--- src/rtl/reg_file_clr.sv ---
// ============================================================================
// Module      : reg_file_clr
// Description : DEPTH x W register file, one write port, two registered read
//               ports with write bypass, optional zero register 0, and a
//               sequenced bulk-clear engine with busy/done handshake.
// Revision    : 1.0 - initial release
// ============================================================================
`default_nettype none

module reg_file_clr #(
  parameter int W        = 8,
  parameter int AW       = 4,
  parameter int ZERO_REG = 0
) (
  input  logic          clk,
  input  logic          rst,
  input  logic          we,
  input  logic [AW-1:0] waddr,
  input  logic [W-1:0]  wdata,
  input  logic [AW-1:0] raddr_a,
  input  logic [AW-1:0] raddr_b,
  output logic [W-1:0]  rdata_a,
  output logic [W-1:0]  rdata_b,
  input  logic          clr_req,
  output logic          busy,
  output logic          clr_done
);

  localparam int            c_DEPTH    = 2 ** AW;
  localparam logic [AW-1:0] c_CNT_LAST = AW'(c_DEPTH - 1);
  localparam logic          c_ZERO_REG = (ZERO_REG != 0);

  typedef enum logic [1:0] {
    IDLE  = 2'd0,
    CLEAR = 2'd1,
    DONE  = 2'd2
  } state_t;

  state_t        r_state;
  logic [AW-1:0] r_cnt;
  logic          r_busy;
  logic          r_clr_done;
  logic [W-1:0]  r_mem [c_DEPTH];
  logic [W-1:0]  r_rdata_a;
  logic [W-1:0]  r_rdata_b;

  logic          w_wen;
  logic [AW-1:0] w_waddr;
  logic [W-1:0]  w_wdata;

  // The clear engine owns the write port while busy; external writes are dropped.
  always_comb begin
    w_wen   = 1'b0;
    w_waddr = waddr;
    w_wdata = wdata;
    if (r_busy) begin
      w_wen   = 1'b1;
      w_waddr = r_cnt;
      w_wdata = '0;
    end else begin
      w_wen   = we;
    end
    if (c_ZERO_REG && (w_waddr == '0)) begin
      w_wen = 1'b0;
    end
  end

  function automatic logic [W-1:0] read_sel(input logic [AW-1:0] addr);
    logic [W-1:0] v;
    if (c_ZERO_REG && (addr == '0)) begin
      v = '0;
    end else if (w_wen && (w_waddr == addr)) begin
      v = w_wdata;
    end else begin
      v = r_mem[addr];
    end
    return v;
  endfunction

  always_ff @(posedge clk or posedge rst) begin
    if (rst) begin
      for (int i = 0; i < c_DEPTH; i++) begin
        r_mem[i] <= '0;
      end
    end else if (w_wen) begin
      r_mem[w_waddr] <= w_wdata;
    end
  end

  always_ff @(posedge clk or posedge rst) begin
    if (rst) begin
      r_rdata_a <= '0;
      r_rdata_b <= '0;
    end else begin
      r_rdata_a <= read_sel(raddr_a);
      r_rdata_b <= read_sel(raddr_b);
    end
  end

  // busy/clr_done are loaded together with the state they decode.
  always_ff @(posedge clk or posedge rst) begin
    if (rst) begin
      r_state    <= IDLE;
      r_cnt      <= '0;
      r_busy     <= 1'b0;
      r_clr_done <= 1'b0;
    end else begin
      case (r_state)
        IDLE: begin
          if (clr_req) begin
            r_state <= CLEAR;
            r_cnt   <= '0;
            r_busy  <= 1'b1;
          end
        end
        CLEAR: begin
          if (r_cnt == c_CNT_LAST) begin
            r_state    <= DONE;
            r_busy     <= 1'b0;
            r_clr_done <= 1'b1;
          end else begin
            r_cnt <= r_cnt + 1'b1;
          end
        end
        DONE: begin
          r_state    <= IDLE;
          r_clr_done <= 1'b0;
        end
        default: begin
          r_state    <= IDLE;
          r_busy     <= 1'b0;
          r_clr_done <= 1'b0;
        end
      endcase
    end
  end

  assign rdata_a  = r_rdata_a;
  assign rdata_b  = r_rdata_b;
  assign busy     = r_busy;
  assign clr_done = r_clr_done;

endmodule

`default_nettype wire

--- config.mk ---
export PLATFORM = sky130hd
export DESIGN_NAME = reg_file_clr
export DESIGN_NICKNAME = d
export VERILOG_FILES = /design/src/rtl/reg_file_clr.sv
export SDC_FILE = /design/constraint.sdc
export NUM_CORES = 1
export LEC_CHECK = 0
export CAP_MARGIN = 10
export CORE_UTILIZATION = 49
export CTS_CLUSTER_SIZE = 16
export DETAILED_ROUTE_END_ITERATION = 8
export GPL_ROUTABILITY_DRIVEN = 0
export PLACE_DENSITY = 0.75
export SLEW_MARGIN = 15
export SYNTH_ARGS = -nofsm -noshare
export SYNTH_HDL_FRONTEND = slang
export SYNTH_SLANG_ARGS = --single-unit
--- constraint.sdc ---
create_clock -name clk -period 5 [get_ports clk]
set_input_delay 0.5 -clock clk [delete_from_list [all_inputs] [get_ports clk]]
set_output_delay 0.5 -clock clk [all_outputs]
set_load 0.02 [all_outputs]
==> results.sh, run 1 <==
export IMPL_post_route_min_period_ns=3.257
export IMPL_nets=593
export IMPL_worstSetupPathType="reg -> reg"
export IMPL_ctsResizeCount=0
export IMPL_clock_sinks=152
export IMPL_drc=0
export IMPL_ff2ff_setup_slack_ns=1.74
export IMPL_grt_pass1_wl_mm=30.48
export IMPL_seq_area_frac_synth=0.4732
export IMPL_finalSetupTns_ns=0
export IMPL_reg2reg_to="r_mem[36]"
export IMPL_wl_per_cell_microns=24.24
export IMPL_reg2reg_depth=4
export IMPL_cts_max_level=4
export IMPL_outcome="finished clean"
export IMPL_clk_pin_slew_ns=0.06
export IMPL_ys_ff_latch=152
export IMPL_end_kind="register"
export IMPL_reg2reg_from="busy"
export IMPL_cts_buffer_depth=2
export IMPL_max_freq_mhz=307.0
export IMPL_setup_viol=0
export IMPL_multi_input_area_sq_mm=0.004014
export IMPL_routed_via_density=6.290
export IMPL_area_delta_synth_final_pct=13.50
export IMPL_fin_util=0.5722
export IMPL_ys_types=35
export IMPL_core_sq_mm=0.01594
export IMPL_ctsHoldBuffers=0
export IMPL_grt_start_max_net_pins=120
export IMPL_synth_edf_count=0
export IMPL_diodes=0
export IMPL_skew_ns=0.007716
export IMPL_p_leak_nw=3.858
export IMPL_yosys_top_cells_count="dfrtp_1 (152), mux2_2 (143), mux4_2 (64)"
export IMPL_drt_wl_total_mm=19.30
export IMPL_slew_headroom=0.1879
export IMPL_num_fill_cells=1290
export IMPL_cp_arrival_ns=3.57
export IMPL_overflow=0
export IMPL_grt_usage=0.2511
export IMPL_min_path_type="reg -> reg"
export IMPL_num_io_pins=42
export IMPL_netlist_top_cells_area="dfrtp_1 (47%), mux2_2 (20%), mux4_2 (18%), a22oi_1 (3.2%), nor2b_1 (1.8%)"
export IMPL_rsz0062_at_grt="no"
export IMPL_required_ns=5.31
export IMPL_postCtsSetupRepairBufs=0
export IMPL_clock_latency_ns=0.43
export IMPL_port_buffers=41
export IMPL_ant_nets=0
export IMPL_syn_inst=551
export IMPL_die_w_microns=130.1
export IMPL_hpwlAfterDp_mm=13.06
export IMPL_cts_made_buffers=17
export IMPL_cp_max_fo=29
export IMPL_period_share=0.6514
export IMPL_syn_nets=576
export IMPL_hold_viol=0
export IMPL_synth_ff_type="dfrtp_1"
export IMPL_syn_area_per_cell_sq_um=14.59
export IMPL_min_delay_start="r_state[1]"
export IMPL_layout_drive_gt1_share=0.4500
export IMPL_min_path_cells=1
export IMPL_start_util=0.5042
export IMPL_startpoint="busy"
export IMPL_die_y_microns=130.1
export IMPL_holdPathEnd="r_state[1]"
export IMPL_max_cap_viol_count=0
export IMPL_yosys_warnings=0
export IMPL_netlist_area_sq_mm=0.008038
export IMPL_die_area_sq_mm=0.01692
export IMPL_critPathLaunchType="register"
export IMPL_worstMarginPinSlew_ns=1.214
export IMPL_yosysTopAreaCell="dfrtp_1"
export IMPL_maxSlewViolCount=0
export IMPL_drt_iter0_drc=457
export IMPL_antenna_found_initial=0
export IMPL_rows=46
export IMPL_synth_top_area_frac=0.4732
export IMPL_grt_pass1_vias=5348
export IMPL_yosysMostFrequentCell="dfrtp_1"
export IMPL_synthArstFlopShare=1.000
export IMPL_max_vdd_ir_drop_mv=0.2805
export IMPL_cts_tree="done"
export IMPL_ff_latch_area_sq_mm=0.003804
export IMPL_route_vias_total=5007
export IMPL_power_density_mw_per_mm2=602.8
export IMPL_clock_root_buffer="clkbuf_16"
export IMPL_drt_pre_antenna_iters=5
==> where the power goes <==
group          total (mW)  internal, mW  switching, mW
clock network        1.25         0.766          0.480
registers            2.30          1.82          0.485
logic                1.95          1.15          0.800
==> registers in the layout, indices dropped and copies added, names as in the netlist <==
name	flops
r_mem	128
rdata_a	8
rdata_b	8
r_cnt	4
r_state	2
busy	1
clr_done	1
==> layout make-up <==
type                            count  area share
Multi-Input combinational cell    346      0.4400
Inverter                            5    0.002606
Timing Repair Buffer               46     0.04800
Sequential cell                   152      0.4170
Clock inverter                      9     0.01084
Tap cell                          216     0.02963
Clock buffer                       22     0.05198
==> cells by family after synthesis <==
| kind of cell | count (synthesis) | synth area share |
|---|---|---|
| AOI/OAI and AO/OA | 49 | 0.04577 |
| xor gates and xnor gates | 10 | 0.01090 |
| adders and majority gates | 1 | 0.001556 |
| buffers and inverters | 53 | 0.02989 |
| DFF | 152 | 0.4732 |
| muxes | 213 | 0.3882 |
| and+or+nand+nor | 73 | 0.05044 |
==> layout by cell type, fill, tap and decap left out, types with 3 or more instances in the layout <==
master | synthesis | layout
a22oi_1 | 34 | 34
a31oi_1 | 3 | 3
buf_4 | 4 | 5
clkbuf_16 | 0 | 17
clkbuf_8 | 0 | 3
clkdlybuf4s50_1 | 0 | 39
clkinv_2 | 0 | 6
dfrtp_1 | 152 | 152
inv_1 | 5 | 4
mux2_2 | 143 | 143
mux2i_1 | 3 | 3
mux4_2 | 64 | 64
nand2_1 | 24 | 24
nand2_2 | 5 | 5
nand2b_1 | 3 | 3
nor2_1 | 9 | 9
nor2b_1 | 23 | 15
nor2b_2 | 0 | 8
o32ai_1 | 3 | 3
xnor2_1 | 10 | 10
==> layer usage <==
| metal | part of all wire | vias up | routed length [microns] | GRT usage |
|---|---|---|---|---|
| met5 | 0 | - | 0 | 0 |
| li1 | - | 2128 | - | - |
| met4 | 0.032 | 0 | 615 | 0.1156 |
| met1 | 0.42 | 2654 | 8126 | 0.3239 |
| met3 | 0.049 | 44 | 949 | 0.05822 |
| met2 | 0.50 | 181 | 9604 | 0.4049 |
==> worst max path at each step <==
stage | to | slack [ns] | depth (start not counted)
after floorplan | busy | 0.41 | 1
after global placement | rdata_b[6] | 1.64 | 5
after detailed placement | rdata_b[5] | 1.63 | 5
after CTS | r_mem[36] | 1.89 | 4
after global routing | r_mem[36] | 1.63 | 4
final | r_mem[36] | 1.74 | 4
==> through the flow <==
stage | total power, mW | cell area, sq um | hold slack (ns) | instances | worst slack, ns
after floorplan | 3.651 | 8038 | 0.4710 | 551 | 0.4069
after global placement | 4.103 | 8529 | 0.4669 | 765 | 1.641
after detailed placement | 4.239 | 8529 | 0.5040 | 765 | 1.625
after CTS | 5.493 | 9102 | 0.5227 | 796 | 1.886
after global routing | 5.773 | 9123 | 0.5372 | 796 | 1.635
final | 5.499 | 9123 | 0.5217 | 796 | 1.743
==> critical path, cell delays in order, from the launching register on <==
cell	delay [ns]
dfrtp_1	1.13
or2b_1	0.31
o32ai_1	0.35
nor2b_1	0.92
mux2_2	0.42
(Power assumes the default switching activity.)
==> run 2: changes to the inputs <==
clock period = 3.05 ns   (was 5 ns; I/O delays follow)
==> results.sh, run 2 (same netlist as run 1, synthesis figures left out) <==
export IMPL_reg2reg_to="r_mem[36]"
export IMPL_final_common_cell="dfrtp_1"
export IMPL_core_sq_mm=0.01594
export IMPL_p_leak_nw=3.919
export IMPL_reg2reg_from="busy"
export IMPL_p_sw_mw=2.849
export IMPL_clock_latency_ns=0.43
export IMPL_drt_iter0_drc=324
export IMPL_power_density_mw_per_mm2=964.6
export IMPL_die_area_sq_mm=0.01692
export IMPL_p_clk_frac=0.220
export IMPL_dp_cells=777
export IMPL_max_vdd_ir_drop_mv=0.4607
export IMPL_slew_headroom=0.2385
export IMPL_antenna_found_initial=0
export IMPL_max_freq_mhz=403.2
export IMPL_internal_power_mw=6.073
export IMPL_postCtsSetupRepairBufs=0
export IMPL_cp_max_fo=24
export IMPL_ctsHoldBuffers=0
export IMPL_maxSlewViolCount=0
export IMPL_cts_buffer_depth=2
export IMPL_grt_pass1_wl_mm=29.27
export IMPL_combPwrFrac=0.364
export IMPL_overflow=0
export IMPL_post_route_min_period_ns=2.480
export IMPL_drt_pre_antenna_iters=4
export IMPL_diodes=0
export IMPL_most_common_layout_cells="dfrtp_1 (152), mux2_2 (143), mux4_2 (64), clkdlybuf4s50_1 (39), a22oi_1 (34)"
export IMPL_grt_usage=0.2357
export IMPL_largest_register_ffs=128
export IMPL_ctsResizeCount=0
export IMPL_drt_wl_total_mm=18.26
export IMPL_path_cells="or2b_1, o32ai_1, nor2b_1, buf_4, mux2_2"
export IMPL_cts_max_level=4
export IMPL_rsz0062_at_grt="no"
export IMPL_num_io_pins=42
export IMPL_rows=46
export IMPL_cp_endpoint="r_mem[36]"
export IMPL_routed_via_density=6.185
export IMPL_clk_pin_slew_ns=0.06
export IMPL_max_stage_delay_ns=0.88
export IMPL_start_util=0.5042
export IMPL_worstSetupPathType="reg -> reg"
export IMPL_worstMarginPinSlew_ns=1.140
export IMPL_route_vias_total=4985
export IMPL_layout_drive_gt1_share=0.4559
export IMPL_grt_pass1_vias=5191
export IMPL_hold_viol=0
export IMPL_critPathLaunchType="register"
export IMPL_startpoint="busy"
export IMPL_critPathSlowestCell="dfrtp_1"
export IMPL_finalSetupTns_ns=0
export IMPL_grt_start_max_net_pins=80
export IMPL_required_ns=3.36
export IMPL_cp_arrival_ns=2.79
export IMPL_num_fill_cells=1216
export IMPL_top_register="r_mem"
export IMPL_ff_latch_area_sq_mm=0.003804
export IMPL_period_share=0.8132
export IMPL_wl_per_cell_microns=22.65
export IMPL_min_path_type="in -> async"
export IMPL_ff2ff_setup_slack_ns=0.57
export IMPL_hpwlAfterDp_mm=12.45
export IMPL_fin_cells=806
export IMPL_max_cap_viol_count=0
export IMPL_drc=0
export IMPL_ant_nets=0
export IMPL_end_kind="register"
export IMPL_die_w_microns=130.1
export IMPL_reg2reg_depth=5
export IMPL_cts_made_buffers=17
export IMPL_area_delta_synth_final_pct=15.08
export IMPL_cts_tree="done"
export IMPL_nets=605
export IMPL_clock_sinks=152
export IMPL_p_seq_frac=0.417
export IMPL_clock_root_buffer="clkbuf_16"
export IMPL_outcome="finished clean"
export IMPL_multi_input_area_sq_mm=0.004006
export IMPL_setup_viol=0
export IMPL_sw_frac_of_total=0.3193
export IMPL_skew_ns=0.008473
export IMPL_die_y_microns=130.1
export IMPL_port_buffers=41
run 2: cell types whose count changed in the layout (fill, tap and decap cells not counted):
cell	change
bufinv_16	-1
buf_12	+6
nor2b_1	+3
clkinvlp_4	+3
clkinv_4	-2
clkinv_2	-2
buf_4	+6
nor2b_2	-3
inv_6	+1
clkbuf_1	-1
run 2: worst max-delay path, delay by kind of cell, from the launching register on:
kind / cells / cell delay [ns]
and+or+nand+nor: 2 / 0.52
muxes: 1 / 0.36
AOI/OAI and AO/OA: 1 / 0.37
DFF: 1 / 0.88
buffers and inverters: 1 / 0.22
run 2: area by class of cell:
type                            count  area share
Timing Repair Buffer               58     0.06520
Clock inverter                      8    0.007981
Sequential cell                   152      0.4112
Clock buffer                       21     0.05086
Multi-Input combinational cell    346      0.4331
Tap cell                          216     0.02922
Inverter                            5    0.002435
run 2: metrics by stage:
stage               utilization  cell area, sq um  worst slack, ns  hold WS, ns  power (mW)
floorplan                     -              8041           0.8281       0.4710       5.986
global placement         0.5453              8693           0.6745       0.4898       6.715
detailed placement       0.5453              8693           0.5725       0.5024       6.956
CTS                      0.5794              9238           0.6115       0.3550       8.935
global route             0.5802              9250           0.4549       0.3957       9.377
finish                   0.5802              9250           0.5699       0.3454       8.922
run 2: routing by layer:
layer	GRT usage	up-vias	part of all wire	wire length, microns
met1	0.3157	2655	0.43	7918
met2	0.3861	154	0.50	9120
met4	0.09850	0	0.026	471
met3	0.03526	31	0.041	748
met5	0	-	0	0
li1	-	2145	-	-
run 2: worst min path at each step:
stage	slack [ns]	cells after the start	to	from
after detailed placement	0.50	1	r_mem[39]	r_mem[39]
after global placement	0.49	1	r_mem[39]	r_mem[39]
after floorplan	0.47	1	r_mem[39]	r_mem[39]
after global routing	0.40	2	r_mem[56]	rst
final	0.35	2	r_mem[56]	rst
after CTS	0.36	2	r_mem[56]	rst
run 2: power groups by stage:
stage | registers, mW | logic [mW] | clock network, mW
finish | 3.72 | 3.24 | 1.96
global placement | 3.61 | 3.11 | 0
global route | 3.84 | 3.47 | 2.06
floorplan | 3.58 | 2.40 | 0
CTS | 3.69 | 3.25 | 1.99
detailed placement | 3.72 | 3.24 | 0
